===== src/rtl/spi_pkg.sv =====
// Shared constants for the SPI master: FSM state encoding and default frame/clock settings.
package spi_pkg;

    localparam int DEFAULT_DATA_WIDTH = 8;
    localparam int DEFAULT_CLK_DIV    = 4;

    // Half-period counter width; covers divider values up to 255.
    localparam int DIV_CNT_WIDTH = 8;

    typedef logic [2:0] state_t;

    localparam logic [2:0] ST_IDLE  = 3'd0;
    localparam logic [2:0] ST_SETUP = 3'd1;
    localparam logic [2:0] ST_XFER  = 3'd2;
    localparam logic [2:0] ST_HOLD  = 3'd3;
    localparam logic [2:0] ST_DONE  = 3'd4;

endpackage


===== src/rtl/spi_clk_div.sv =====
// Half-period counter for the SPI master. It owns the sclk level and emits
// tick (half-period boundary) plus rise/fall strobes on sclk transitions.
module spi_clk_div
    import spi_pkg::*;
#(
    parameter int CLK_DIV = DEFAULT_CLK_DIV
) (
    input  logic clk,
    input  logic rst,
    input  logic en,
    input  logic toggle_en,
    output logic sclk,
    output logic tick,
    output logic rise,
    output logic fall
);

    localparam logic [DIV_CNT_WIDTH-1:0] RELOAD  = DIV_CNT_WIDTH'(CLK_DIV - 1);
    localparam logic [DIV_CNT_WIDTH-1:0] CNT_ONE = DIV_CNT_WIDTH'(1);

    logic [DIV_CNT_WIDTH-1:0] cnt_reg;
    logic                     sclk_reg;

    assign tick = en && (cnt_reg == '0);
    // A low phase only ends in a rising edge while the controller still wants pulses.
    assign rise = tick && toggle_en && !sclk_reg;
    assign fall = tick && sclk_reg;
    assign sclk = sclk_reg;

    always_ff @(posedge clk or posedge rst) begin
        if (rst) begin
            cnt_reg  <= '0;
            sclk_reg <= 1'b0;
        end else begin
            if (!en || tick) begin
                cnt_reg <= RELOAD;
            end else begin
                cnt_reg <= cnt_reg - CNT_ONE;
            end

            if (!en) begin
                sclk_reg <= 1'b0;
            end else if (rise) begin
                sclk_reg <= 1'b1;
            end else if (fall) begin
                sclk_reg <= 1'b0;
            end
        end
    end

endmodule


===== src/rtl/spi_master_ctrl.sv =====
// Mode-0 SPI master, one frame per accepted start. Define SPI_MASTER_LSB_FIRST_EN
// for LSB-first framing on mosi/miso; default is MSB first. DATA_WIDTH must be >= 2.
module spi_master_ctrl
    import spi_pkg::*;
#(
    parameter int DATA_WIDTH = DEFAULT_DATA_WIDTH,
    parameter int CLK_DIV    = DEFAULT_CLK_DIV
) (
    input  logic                  clk,
    input  logic                  rst,
    input  logic                  start,
    input  logic [DATA_WIDTH-1:0] tx_data,
    output logic                  busy,
    output logic                  done,
    output logic [DATA_WIDTH-1:0] rx_data,
    output logic                  cs,
    output logic                  sclk,
    output logic                  mosi,
    input  logic                  miso
);

    localparam int BIT_CNT_WIDTH = $clog2(DATA_WIDTH + 1);
    localparam logic [BIT_CNT_WIDTH-1:0] LAST_BIT = BIT_CNT_WIDTH'(DATA_WIDTH - 1);
    localparam logic [BIT_CNT_WIDTH-1:0] ALL_BITS = BIT_CNT_WIDTH'(DATA_WIDTH);
    localparam logic [BIT_CNT_WIDTH-1:0] BIT_ONE  = BIT_CNT_WIDTH'(1);

    state_t                   state_reg, state_next;
    logic [DATA_WIDTH-1:0]    tx_shift_reg, rx_shift_reg, rx_data_reg;
    logic [DATA_WIDTH-1:0]    tx_shifted, rx_shifted;
    logic [BIT_CNT_WIDTH-1:0] bit_cnt_reg;
    logic                     tx_bit;
    logic                     div_en, toggle_en, tick, rise, fall;

`ifdef SPI_MASTER_LSB_FIRST_EN
    assign tx_bit     = tx_shift_reg[0];
    assign tx_shifted = {1'b0, tx_shift_reg[DATA_WIDTH-1:1]};
    assign rx_shifted = {miso, rx_shift_reg[DATA_WIDTH-1:1]};
`else
    assign tx_bit     = tx_shift_reg[DATA_WIDTH-1];
    assign tx_shifted = {tx_shift_reg[DATA_WIDTH-2:0], 1'b0};
    assign rx_shifted = {rx_shift_reg[DATA_WIDTH-2:0], miso};
`endif

    assign div_en    = (state_reg != ST_IDLE);
    // Once every bit has fallen, the final low half-period closes XFER without a new rise.
    assign toggle_en = (state_reg == ST_SETUP) ||
                       ((state_reg == ST_XFER) && (bit_cnt_reg != ALL_BITS));

    spi_clk_div #(
        .CLK_DIV (CLK_DIV)
    ) u_clk_div (
        .clk       (clk),
        .rst       (rst),
        .en        (div_en),
        .toggle_en (toggle_en),
        .sclk      (sclk),
        .tick      (tick),
        .rise      (rise),
        .fall      (fall)
    );

    always_comb begin
        state_next = state_reg;
        case (state_reg)
            ST_IDLE:  if (start) state_next = ST_SETUP;
            ST_SETUP: if (tick) state_next = ST_XFER;
            ST_XFER:  if (tick && !sclk && (bit_cnt_reg == ALL_BITS)) state_next = ST_HOLD;
            ST_HOLD:  if (tick) state_next = ST_DONE;
            ST_DONE:  state_next = ST_IDLE;
            default:  state_next = ST_IDLE;
        endcase
    end

    always_ff @(posedge clk or posedge rst) begin
        if (rst) begin
            state_reg    <= ST_IDLE;
            tx_shift_reg <= '0;
            rx_shift_reg <= '0;
            rx_data_reg  <= '0;
            bit_cnt_reg  <= '0;
        end else begin
            state_reg <= state_next;

            if ((state_reg == ST_IDLE) && start) begin
                tx_shift_reg <= tx_data;
                rx_shift_reg <= '0;
                bit_cnt_reg  <= '0;
            end

            if (rise) begin
                rx_shift_reg <= rx_shifted;
            end

            if (fall) begin
                bit_cnt_reg <= bit_cnt_reg + BIT_ONE;
                if (bit_cnt_reg != LAST_BIT) begin
                    tx_shift_reg <= tx_shifted;
                end
            end

            if ((state_reg == ST_HOLD) && tick) begin
                rx_data_reg <= rx_shift_reg;
            end
        end
    end

    assign busy    = (state_reg != ST_IDLE);
    assign done    = (state_reg == ST_DONE);
    assign cs      = (state_reg == ST_IDLE) || (state_reg == ST_DONE);
    assign mosi    = (state_reg == ST_IDLE) ? 1'b0 : tx_bit;
    assign rx_data = rx_data_reg;

endmodule


===== config.mk =====
export PLATFORM = sky130hd
export DESIGN_NAME = spi_master_ctrl
export DESIGN_NICKNAME = d
export VERILOG_FILES = /design/src/rtl/spi_pkg.sv /design/src/rtl/spi_clk_div.sv /design/src/rtl/spi_master_ctrl.sv
export SDC_FILE = /design/constraint.sdc
export NUM_CORES = 1
export LEC_CHECK = 0
export CORE_AREA = 2 2 62 64
export DETAILED_ROUTE_END_ITERATION = 8
export DIE_AREA = 0 0 64 66
export GPL_TIMING_DRIVEN = 1
export HOLD_SLACK_MARGIN = 0.1
export PLACE_DENSITY = 0.9
export SYNTH_ARGS = -nofsm -noshare
export SYNTH_HDL_FRONTEND = slang
export SYNTH_SLANG_ARGS = --single-unit

===== constraint.sdc =====
create_clock -name clk -period 4.3 [get_ports clk]
set_input_delay 1.075 -clock clk [delete_from_list [all_inputs] [get_ports clk]]
set_output_delay 1.075 -clock clk [all_outputs]
set_load 0.02 [all_outputs]

==> impl_metrics.json <==
{
  "die_w_microns": 64,
  "slew_headroom": 0.309,
  "cp.arrival_ns": 2.26,
  "clk_pin_slew_worst_paths_ns": 0.12,
  "drc": 0,
  "cts-resized-gates": 0,
  "finalCritPeriodShare": 0.776,
  "rr_endpoint": "rx_shift_reg[0]",
  "synth_mux_area_frac": 0.128,
  "yosys_warnings": 0,
  "synth_top_area_frac": 0.523,
  "hp-class": "reg -> reg",
  "synth-simple-area-share": 0.156,
  "cts_sinks": 40,
  "avgSynthCellArea_sq_um": 11.2,
  "status": "completed",
  "synth-xor-area-share": 0.0275,
  "cts_buffer_depth": 2,
  "finalHoldViolCount": 0,
  "cts_hold_buf": 0,
  "vias": 1299,
  "synth_fa_ha_area_frac": 0.0261,
  "clock_latency_ns": 0.36,
  "postRouteAntennaNets": 0,
  "max_stage_delay_ns": 0.53,
  "r2r_setup_slack_ns": 1.97,
  "syn_nets": 187,
  "setup.worst_path.start": "state_reg[1]",
  "max_freq_mhz": 300,
  "rows": 22,
  "cp-start-kind": "flop",
  "dieArea_sq_um": 4220,
  "detail_route.wirelength_mm": 3.14,
  "endpoint": "mosi",
  "final_cell_mix": "dfrtp_1, clkdlybuf4s50_1, nor2_1, nand2_1, a21oi_1",
  "drt_first_pass_iters": 4,
  "slew_violations": 0,
  "drive_above_1_share": 0.152,
  "vdd_ir_drop_max_uv": 238,
  "yosysTopAreaCell": "dfrtp_1",
  "coreArea_sq_um": 3550,
  "post_cts_buffers": 0,
  "htreeDepth": 2,
  "p_leak_nw": 1.09,
  "synth-compound-area-share": 0.0935,
  "finalSetupViolations": 0,
  "first_global_vias": 1246,
  "tightest_slew_ns": 1.04,
  "synth_area_sq_um": 1910,
  "critPathKind": "reg -> out",
  "port_buffers": 24,
  "seq_area_frac_synth": 0.523,
  "nFillCells": 288,
  "antenna_found_initial": 0,
  "synthTopCellsByArea": "dfrtp_1, mux2_2, mux2i_1",
  "end_kind": "primary output",
  "postLayoutCoreUtil": 0.637,
  "r2r-start": "u_clk_div.cnt_reg[0]",
  "wire_per_inst_microns": 12.8,
  "cp_max_fo": 8,
  "tns_ns": 0,
  "fin_nets": 213,
  "hold_slack_ns": 0.502,
  "grt_pass1_wl_mm": 5.61,
  "gr-total-overflow": 0,
  "synth_cells": 171,
  "cts_buffers": 5,
  "cp_data_required_time_ns": 3.22,
  "cpMaxStageDelayCell": "nor3_2",
  "root_buffer": "clkbuf_4",
  "dp_hpwl_mm": 2.22,
  "fp.dieH_microns": 66,
  "power_per_cell_area_nw_per_um2": 293,
  "drt_iter0_markers": 39,
  "antenna_cells": 0,
  "rsz0062_at_grt": "no",
  "place.gp.congestion": 0.820,
  "initial_utilization": 0.539,
  "ys_ff_latch": 40,
  "fin_worst_skew_ns": 0.00985,
  "area_delta_synth_final_pct": 18.1,
  "final_common_cell": "dfrtp_1",
  "timing.final.crit_period_ns": 3.34,
  "grtUsageTotal": 0.172,
  "max_cap_violations": 0,
  "grt_max_degree": 41,
  "synthDistinctLibCells": 37,
  "io_pins": 25,
  "crit_path_cell_trace": "nor3_2 -> inv_1 -> and2_1 -> clkdlybuf4s50_1",
  "worst-r2r-cell-count": 6,
  "cts_tree": "built",
  "synth_top_family_by_area": "simple AND/OR/NAND/NOR gates",
  "routed_via_density": 5.28
}
## worst max-delay path, delay by kind of cell, from the launching register on
kind | cells | cell delay [ns]
DFF | 1 | 0.49
buffers and inverters | 2 | 0.70
and+or+nand+nor | 2 | 0.72
## area by class of cell
type	instances	area [sq um]	area share
timing repair buffer	25	248	0.110
clock inverter	3	47.5	0.0210
sequential	40	1000	0.443
tap	48	60.1	0.0266
inverter	11	41.3	0.0183
clock buffer	5	37.5	0.0166
multi-input combinational	114	826	0.365
## metrics by stage
step           setup slack, ns  cells  instance area [sq um]  power [mW]
2_1_floorplan             1.92    171                   1910       0.399
3_5_place_dp              1.36    238                   2180       0.413
5_1_grt                  0.879    246                   2260       0.691
6_report                 0.962    246                   2260       0.662
4_1_cts                  0.958    246                   2260       0.670
3_3_place_gp              1.46    238                   2180       0.413
## cells in the mapped netlist, drive strengths merged
cell type  number
mux2           12
buf             3
xnor2           3
dfrtp          40
nand3           7
o211ai          1
nor2           16
o2111ai         1
a21boi          1
a32oi           1
inv            11
a31o            1
nand3b          2
a2111oi         1
o21ai           2
nor4            2
mux2i          11
o31ai           1
or2b            1
ha              4
a21oi          15
or3             1
nor3            3
xor2            3
nand2b          2
nor4b           1
clkbuf          3
o31a            1
and2            2
nor3b           1
nand2          16
or4             1
a21o            1
## how the worst min path moves through the flow
| stage | slack (ns) | endpoint | depth (start not counted) | from |
|---|---|---|---|---|
| after detailed placement | 0.48 | u_clk_div.cnt_reg[0] | 1 | u_clk_div.cnt_reg[0] |
| after floorplan | 0.44 | u_clk_div.cnt_reg[0] | 1 | u_clk_div.cnt_reg[0] |
| final | 0.50 | u_clk_div.cnt_reg[0] | 1 | u_clk_div.cnt_reg[0] |
| after global placement | 0.48 | u_clk_div.cnt_reg[0] | 1 | u_clk_div.cnt_reg[0] |
| after global routing | 0.53 | u_clk_div.cnt_reg[0] | 1 | u_clk_div.cnt_reg[0] |
| after CTS | 0.50 | u_clk_div.cnt_reg[0] | 1 | u_clk_div.cnt_reg[0] |
## where the power goes
part	switching, mW	internal, mW	total, mW
Sequential	0.00186	0.379	0.381
Clock	0.132	0.124	0.257
Combinational	0.0117	0.0124	0.0241
Total	0.146	0.516	0.662
## metal layers
layer | vias up | part of all wire | track usage
li1 | 643 | - | -
met1 | 632 | 0.47 | 0.227
met2 | 19 | 0.48 | 0.275
met3 | 5 | 0.039 | 0.0596
met4 | 0 | 0.011 | 0.0408
met5 | - | 0 | 0
## logic make-up after synthesis
| group | after synthesis |
|---|---|
| AO/OA/AOI/OAI | 26 |
| XOR/XNOR | 6 |
| adder cells (fa/ha/maj) | 4 |
| buffers and inverters | 17 |
| flip-flops | 40 |
| multiplexers | 23 |
| AND/OR/NAND/NOR | 55 |
(Power assumes the default switching activity.)
